===== src/rtl/disp_pkg.sv =====
// disp_pkg: shared FSM states, segment constants and frame sizing for the serial display driver
package disp_pkg;
  typedef enum logic [2:0] {IDLE, LOAD, SHIFT, LATCH, GAP} state_t;
  localparam int SEG_BITS = 8;
  localparam logic [SEG_BITS-1:0] SEG_BLANK = 8'h00;
  function automatic int frame_bits(input int n);
    return n * SEG_BITS;
  endfunction
endpackage


===== src/rtl/bcd2segments.sv =====
// bcd2segments: BCD nibble to active-high {dp,g,f,e,d,c,b,a} segment code; 10..15 show A..F
module bcd2segments (
  input  logic [3:0] bcd,
  output logic [7:0] segments
);
  always_comb
    case (bcd)
      4'h0: segments = 8'h3F;
      4'h1: segments = 8'h06;
      4'h2: segments = 8'h5B;
      4'h3: segments = 8'h4F;
      4'h4: segments = 8'h66;
      4'h5: segments = 8'h6D;
      4'h6: segments = 8'h7D;
      4'h7: segments = 8'h07;
      4'h8: segments = 8'h7F;
      4'h9: segments = 8'h6F;
      4'hA: segments = 8'h77;
      4'hB: segments = 8'h7C;
      4'hC: segments = 8'h39;
      4'hD: segments = 8'h5E;
      4'hE: segments = 8'h79;
      default: segments = 8'h71;
    endcase
endmodule


===== src/rtl/lz_blanker.sv =====
// lz_blanker: flags each zero digit above the most significant nonzero one; digit 0 never flagged
module lz_blanker #(
  parameter int NUM_DIGITS = 4
) (
  input  logic [4*NUM_DIGITS-1:0] bcd,
  output logic [NUM_DIGITS-1:0]   blank
);
  always_comb begin
    logic run;
    run = 1'b1;
    blank = '0;
    for (int i = NUM_DIGITS - 1; i > 0; i--) begin
      run = run && bcd[4*i +: 4] == 4'd0;
      blank[i] = run;
    end
  end
endmodule


===== src/rtl/display_serializer_n.sv =====
// display_serializer_n: decodes NUM_DIGITS BCD digits and shifts the frame out one bit per
// enable tick, followed by a latch strobe and an idle gap; data_ready forces an early frame.
module display_serializer_n
  import disp_pkg::*;
#(
  parameter int NUM_DIGITS    = 4,
  parameter int SEG_BITS      = 8,
  parameter int SEND_INTERVAL = 3000,
  parameter bit MSB_FIRST     = 1'b0,
  parameter bit LZ_BLANK      = 1'b0
) (
  input  logic                    clk,
  input  logic                    reset,
  input  logic                    enable,
  input  logic [4*NUM_DIGITS-1:0] bcd_in,
  input  logic                    data_ready,
  output logic                    data_sent,
  output logic                    data_out,
  output logic                    sending_data,
  output logic                    latch_out,
  output logic                    busy
);
  localparam int FRAME_BITS = frame_bits(NUM_DIGITS);
  localparam int BW = $clog2(FRAME_BITS) + 1;
  localparam int GW = $clog2(SEND_INTERVAL) + 1;
  localparam logic [BW-1:0] BIT_LAST = BW'(FRAME_BITS);
  localparam logic [GW-1:0] GAP_LAST = GW'(SEND_INTERVAL - 1);
  logic [FRAME_BITS-1:0] raw, frame, ordered, shreg_q, shreg_d;
  logic [NUM_DIGITS-1:0] blank;
  state_t state_q, state_d;
  logic [BW-1:0] bit_cnt_q, bit_cnt_d;
  logic [GW-1:0] gap_cnt_q, gap_cnt_d;
  logic pending_q, pending_d, data_out_q, data_out_d, sending_q, sending_d;
  logic latch_q, latch_d, sent_q, sent_d;
  lz_blanker #(.NUM_DIGITS(NUM_DIGITS)) u_blank (.bcd(bcd_in), .blank(blank));
  for (genvar g = 0; g < NUM_DIGITS; g++) begin : g_dig
    bcd2segments u_dec (.bcd(bcd_in[4*g +: 4]), .segments(raw[SEG_BITS*g +: SEG_BITS]));
    assign frame[SEG_BITS*g +: SEG_BITS] = LZ_BLANK && blank[g] ? SEG_BLANK : raw[SEG_BITS*g +: SEG_BITS];
  end
  // Reordering up front lets the shifter always emit bit 0 first
  always_comb
    for (int i = 0; i < FRAME_BITS; i++) ordered[i] = MSB_FIRST ? frame[FRAME_BITS-1-i] : frame[i];
  always_comb begin
    state_d = state_q;
    bit_cnt_d = bit_cnt_q;
    gap_cnt_d = gap_cnt_q;
    shreg_d = shreg_q;
    data_out_d = data_out_q;
    sending_d = sending_q;
    latch_d = latch_q;
    sent_d = 1'b0;
    if (enable)
      case (state_q)
        IDLE: state_d = LOAD;
        LOAD: begin
          shreg_d = ordered >> 1;
          data_out_d = ordered[0];
          sending_d = 1'b1;
          bit_cnt_d = BW'(1);
          state_d = SHIFT;
        end
        SHIFT:
          if (bit_cnt_q == BIT_LAST) begin
            data_out_d = 1'b0;
            sending_d = 1'b0;
            latch_d = 1'b1;
            state_d = LATCH;
          end else begin
            data_out_d = shreg_q[0];
            shreg_d = shreg_q >> 1;
            bit_cnt_d = bit_cnt_q + 1'b1;
          end
        LATCH: begin
          latch_d = 1'b0;
          gap_cnt_d = '0;
          sent_d = 1'b1;
          state_d = GAP;
        end
        GAP:
          if (pending_q || gap_cnt_q == GAP_LAST) state_d = LOAD;
          else gap_cnt_d = gap_cnt_q + 1'b1;
        default: state_d = IDLE;
      endcase
    // A request coinciding with LOAD entry is served by that very frame
    pending_d = state_d == LOAD && state_q != LOAD ? 1'b0 :
                data_ready && state_q != IDLE ? 1'b1 : pending_q;
  end
  always_ff @(posedge clk)
    if (reset) begin
      state_q <= IDLE;
      bit_cnt_q <= '0;
      gap_cnt_q <= '0;
      shreg_q <= '0;
      pending_q <= 1'b0;
      data_out_q <= 1'b0;
      sending_q <= 1'b0;
      latch_q <= 1'b0;
      sent_q <= 1'b0;
    end else begin
      state_q <= state_d;
      bit_cnt_q <= bit_cnt_d;
      gap_cnt_q <= gap_cnt_d;
      shreg_q <= shreg_d;
      pending_q <= pending_d;
      data_out_q <= data_out_d;
      sending_q <= sending_d;
      latch_q <= latch_d;
      sent_q <= sent_d;
    end
  assign data_out = data_out_q;
  assign sending_data = sending_q;
  assign latch_out = latch_q;
  assign data_sent = sent_q;
  assign busy = state_q == LOAD || state_q == SHIFT || state_q == LATCH;
endmodule

===== config.mk =====
export PLATFORM = sky130hd
export DESIGN_NAME = display_serializer_n
export DESIGN_NICKNAME = d
export VERILOG_FILES = /design/src/rtl/disp_pkg.sv /design/src/rtl/bcd2segments.sv /design/src/rtl/lz_blanker.sv /design/src/rtl/display_serializer_n.sv
export SDC_FILE = /design/constraint.sdc
export NUM_CORES = 1
export LEC_CHECK = 0
export BUFFER_PORTS_ARGS = -buffer_cell sky130_fd_sc_hd__clkbuf_2
export CORE_ASPECT_RATIO = 1.4
export CORE_MARGIN = 2
export CORE_UTILIZATION = 61
export DETAILED_ROUTE_END_ITERATION = 8
export PLACE_DENSITY = 0.8
export RECOVER_POWER = 25
export SETUP_SLACK_MARGIN = 0.02
export SYNTH_ARGS = -nofsm -noshare
export SYNTH_HDL_FRONTEND = slang
export SYNTH_SLANG_ARGS = --single-unit

===== constraint.sdc =====
create_clock -name clk -period 2.4 [get_ports clk]
set_input_delay 0.6 -clock clk [delete_from_list [all_inputs] [get_ports clk]]
set_output_delay 0.6 -clock clk [all_outputs]
set_load 0.01 [all_outputs]

==> reports/metrics.cfg <==
[setup_path]
cp-start-kind = flop
critical_path_buf_inv_count = 0
slowest_delay_ns = 0.63
cp_data_required_time_ns = 2.66
reg2regPathDepth = 5
cp_max_fo = 14
reg2reg_slack_ns = 0.34
worstReg2RegEnd = gap_cnt_q[9]$_SDFFE_PP0P_
critPathSlowestCell = dfxtp_1
path_class = flop to flop
r2r_start = state_q[2]$_SDFF_PP0_
worstPathArrival_ns = 2.32
path_delay_family = simple AND/OR/NAND/NOR gates
critPathCaptureType = flop
cp_cell_sequence = nor4b_4, o21ai_2, a211o_2, or4_1, o21ai_0

[synthesis]
synth_cell_types = 57
synth-warning-count = 0
synth_ff_type = dfxtp_1
ys_seq_elements = 57
syn-instance-count = 436
synthArstFlopShare = 0
yosysSeqAreaShare = 0.3155
avgSynthCellArea_sq_um = 8.296
netlist_area_sq_mm = 0.003617
synth_edf_count = 0
syn-num-nets = 487

[sta]
layout_min_cycle_time_ns = 2.061
max_clock_freq_mhz = 485.1
finalCritPeriodShare = 0.8589
setup_violations = 0
timing.slew.headroom = 0.5931
skew_ns = 0.008434
rsz0062_at_grt = no
maxSlewViolCount = 0
hold_viol_final = 0
finalSetupTns_ns = 0
worstMarginPinSlew_ns = 0.6052
whs_ns = 0.4522

[clock_tree]
htree_num_levels = 3
cts_buffer_depth = 2
root_buffer = clkbuf_8
clk_pin_slew_ns = 0.07
cts_tree = built
cts.sinks = 57
clock_latency_ns = 0.33
cts_buffers = 9

[global_route]
grt-busiest-layer = met2
grt_pass1_wl_um = 12520
grt_start_max_net_pins = 56
antenna_found_initial = 0
grt_use_met2 = 0.4511
grt.overflow.total = 0
use_met1 = 0.2409
grt_use_total = 0.2318
met3_usage = 0.03277
grt_pass1_vias = 2894

[run]
cap_violations = 0

[detailed_routing]
drt_pre_antenna_iters = 4
viasPerCell = 5.843
vias = 3044
drt_iter0_markers = 84
drtAntennaViolNets = 0
route.detailed.drc = 0
wirelength_um = 7151
wl_per_cell_um = 13.73

[floorplan]
core-area_sq_mm = 0.005781
io_pins = 25
die-area_sq_mm = 0.006571
rows = 33
initial_core_util = 0.6258
die_x_um = 69.08
die_y_um = 95.12

[place]
port-buffer-count = 24
gp_congestion = 0.8681
dp_hpwl_um = 5128

[worst_hold_path]
hp-start = shreg_q[26]$_SDFFE_PP0P_
hold_depth = 2
hp-class = flop to flop
holdPathEnd = shreg_q[26]$_SDFFE_PP0P_

[final_layout]
antennaDiodeCount = 0
area_growth_pct = 9.339
drive_gt1_frac = 0.1330
final_nets = 497

[power]
leakagePower_nw = 1.509
ir_worst_vdd_uv = 377.8
power_density_mw_per_mm2 = 622.6

[outcome]
status = finished clean

[layout by cell type (no fill, tap or decap), types with 6 or more instances in the layout]
master,netlist,routed
inv_1,24,24
nor2_1,64,64
ha_1,31,31
nand4_1,6,6
nand2_1,32,32
nor3_1,26,26
a21oi_1,20,20
clkbuf_2,0,20
nor2b_1,7,7
nand2b_1,6,6
clkbuf_8,0,11
a221oi_1,6,6
xnor2_1,7,7
o21ai_0,13,13
dfxtp_1,57,57
nand3_1,6,6
a211oi_1,37,37
[worst min-delay path, delay by kind of cell (launching register included)]
family	cells	cell delay [ns]
compound gates	1	0.05
flops	1	0.31
simple gates	1	0.05
[metrics by stage]
stage / total power [mW] / setup WS [ns] / util / std cells / area (sq um)
after floorplan: 1.376 / 0.4639 / - / 436 / 3617
after global placement: 1.461 / 0.3136 / 0.6468 / 505 / 3739
after detailed placement: 1.472 / 0.1920 / 0.6468 / 505 / 3739
after CTS: 2.487 / 0.1717 / 0.6864 / 521 / 3968
after global routing: 2.582 / 0.1366 / 0.6842 / 521 / 3955
final: 2.462 / 0.3387 / 0.6842 / 521 / 3955
[flip-flops by register name, indices dropped and copies added, names as in the netlist]
signal / cells
bit_cnt_q: 6
gap_cnt_q: 13
shreg_q: 30
pending_q: 1
data_sent: 1
state_q: 3
latch_out: 1
data_out: 1
sending_data: 1
[layout make-up]
cell class	count	area (sq um)
Multi-Input combinational cell	326	2250
Fill cell	494	1826
Sequential cell	57	1141
Timing Repair Buffer	28	157.7
Clock buffer	11	151.4
Inverter	24	90.09
Tap cell	70	87.58
Clock inverter	5	77.57
[layer usage]
layer	wire (um)	up-vias	part of all wire
met3	119	12	0.017
met1	2978	1424	0.42
li1	-	1573	-
met5	0	-	0
met4	150	0	0.021
met2	3902	35	0.55
[logic make-up (layout without fill, tap and decap cells)]
group           after synthesis  in the layout  synth area share
simple gates                166            166            0.2359
compound gates              106            106            0.2044
flops                        57             57            0.3155
buf+inv                      53             68           0.06226
fa+ha+maj                    31             31            0.1072
mux                          12             12           0.04808
xor+xnor                     11             11           0.02663
[power by group]
part / switching, mW / total, mW / internal (mW)
clock network: 0.374 / 1.01 / 0.637
registers: 0.0449 / 1.05 / 1.00
logic: 0.239 / 0.403 / 0.164
[cell usage after synthesis, types with 5 or more instances]
| cell type | n | area, sq um |
|---|---|---|
| nand3_1 | 6 | 30.03 |
| nand2_1 | 32 | 120.1 |
| inv_1 | 24 | 90.09 |
| mux2i_1 | 5 | 50.05 |
| nand4_1 | 6 | 37.54 |
| xnor2_1 | 7 | 61.31 |
| a211oi_1 | 37 | 277.8 |
| o21ai_0 | 13 | 65.06 |
| clkbuf_1 | 16 | 60.06 |
| buf_2 | 9 | 45.04 |
| dfxtp_1 | 57 | 1141 |
| nand2b_1 | 6 | 37.54 |
| o211ai_1 | 5 | 37.54 |
| nor2_1 | 64 | 240.2 |
| ha_1 | 31 | 387.9 |
| a21oi_1 | 20 | 100.1 |
| nor3_1 | 26 | 130.1 |
| a221oi_1 | 6 | 52.55 |
| nor2b_1 | 7 | 43.79 |
[worst max path at each step]
stage / cells after the start / slack [ns] / start / to
final: 5 / 0.34 / state_q[2]$_SDFF_PP0_ / gap_cnt_q[9]$_SDFFE_PP0P_
after global placement: 5 / 0.31 / enable / shreg_q[15]$_SDFFE_PP0P_
after floorplan: 6 / 0.46 / enable / gap_cnt_q[9]$_SDFFE_PP0P_
after global routing: 5 / 0.14 / bit_cnt_q[2]$_SDFFE_PP0P_ / shreg_q[13]$_SDFFE_PP0P_
after detailed placement: 5 / 0.19 / bit_cnt_q[2]$_SDFFE_PP0P_ / shreg_q[4]$_SDFFE_PP0P_
after CTS: 5 / 0.17 / bit_cnt_q[2]$_SDFFE_PP0P_ / shreg_q[6]$_SDFFE_PP0P_
[what timing repair did]
action / 4_1_cts / 5_1_grt
gates resized for setup: 0 / 1
setup endpoints to repair: 0 / 17
hold buffers: 0 / 0
buffers inserted: 0 / 0
No activity file was read; power rests on OpenSTA's default activity.
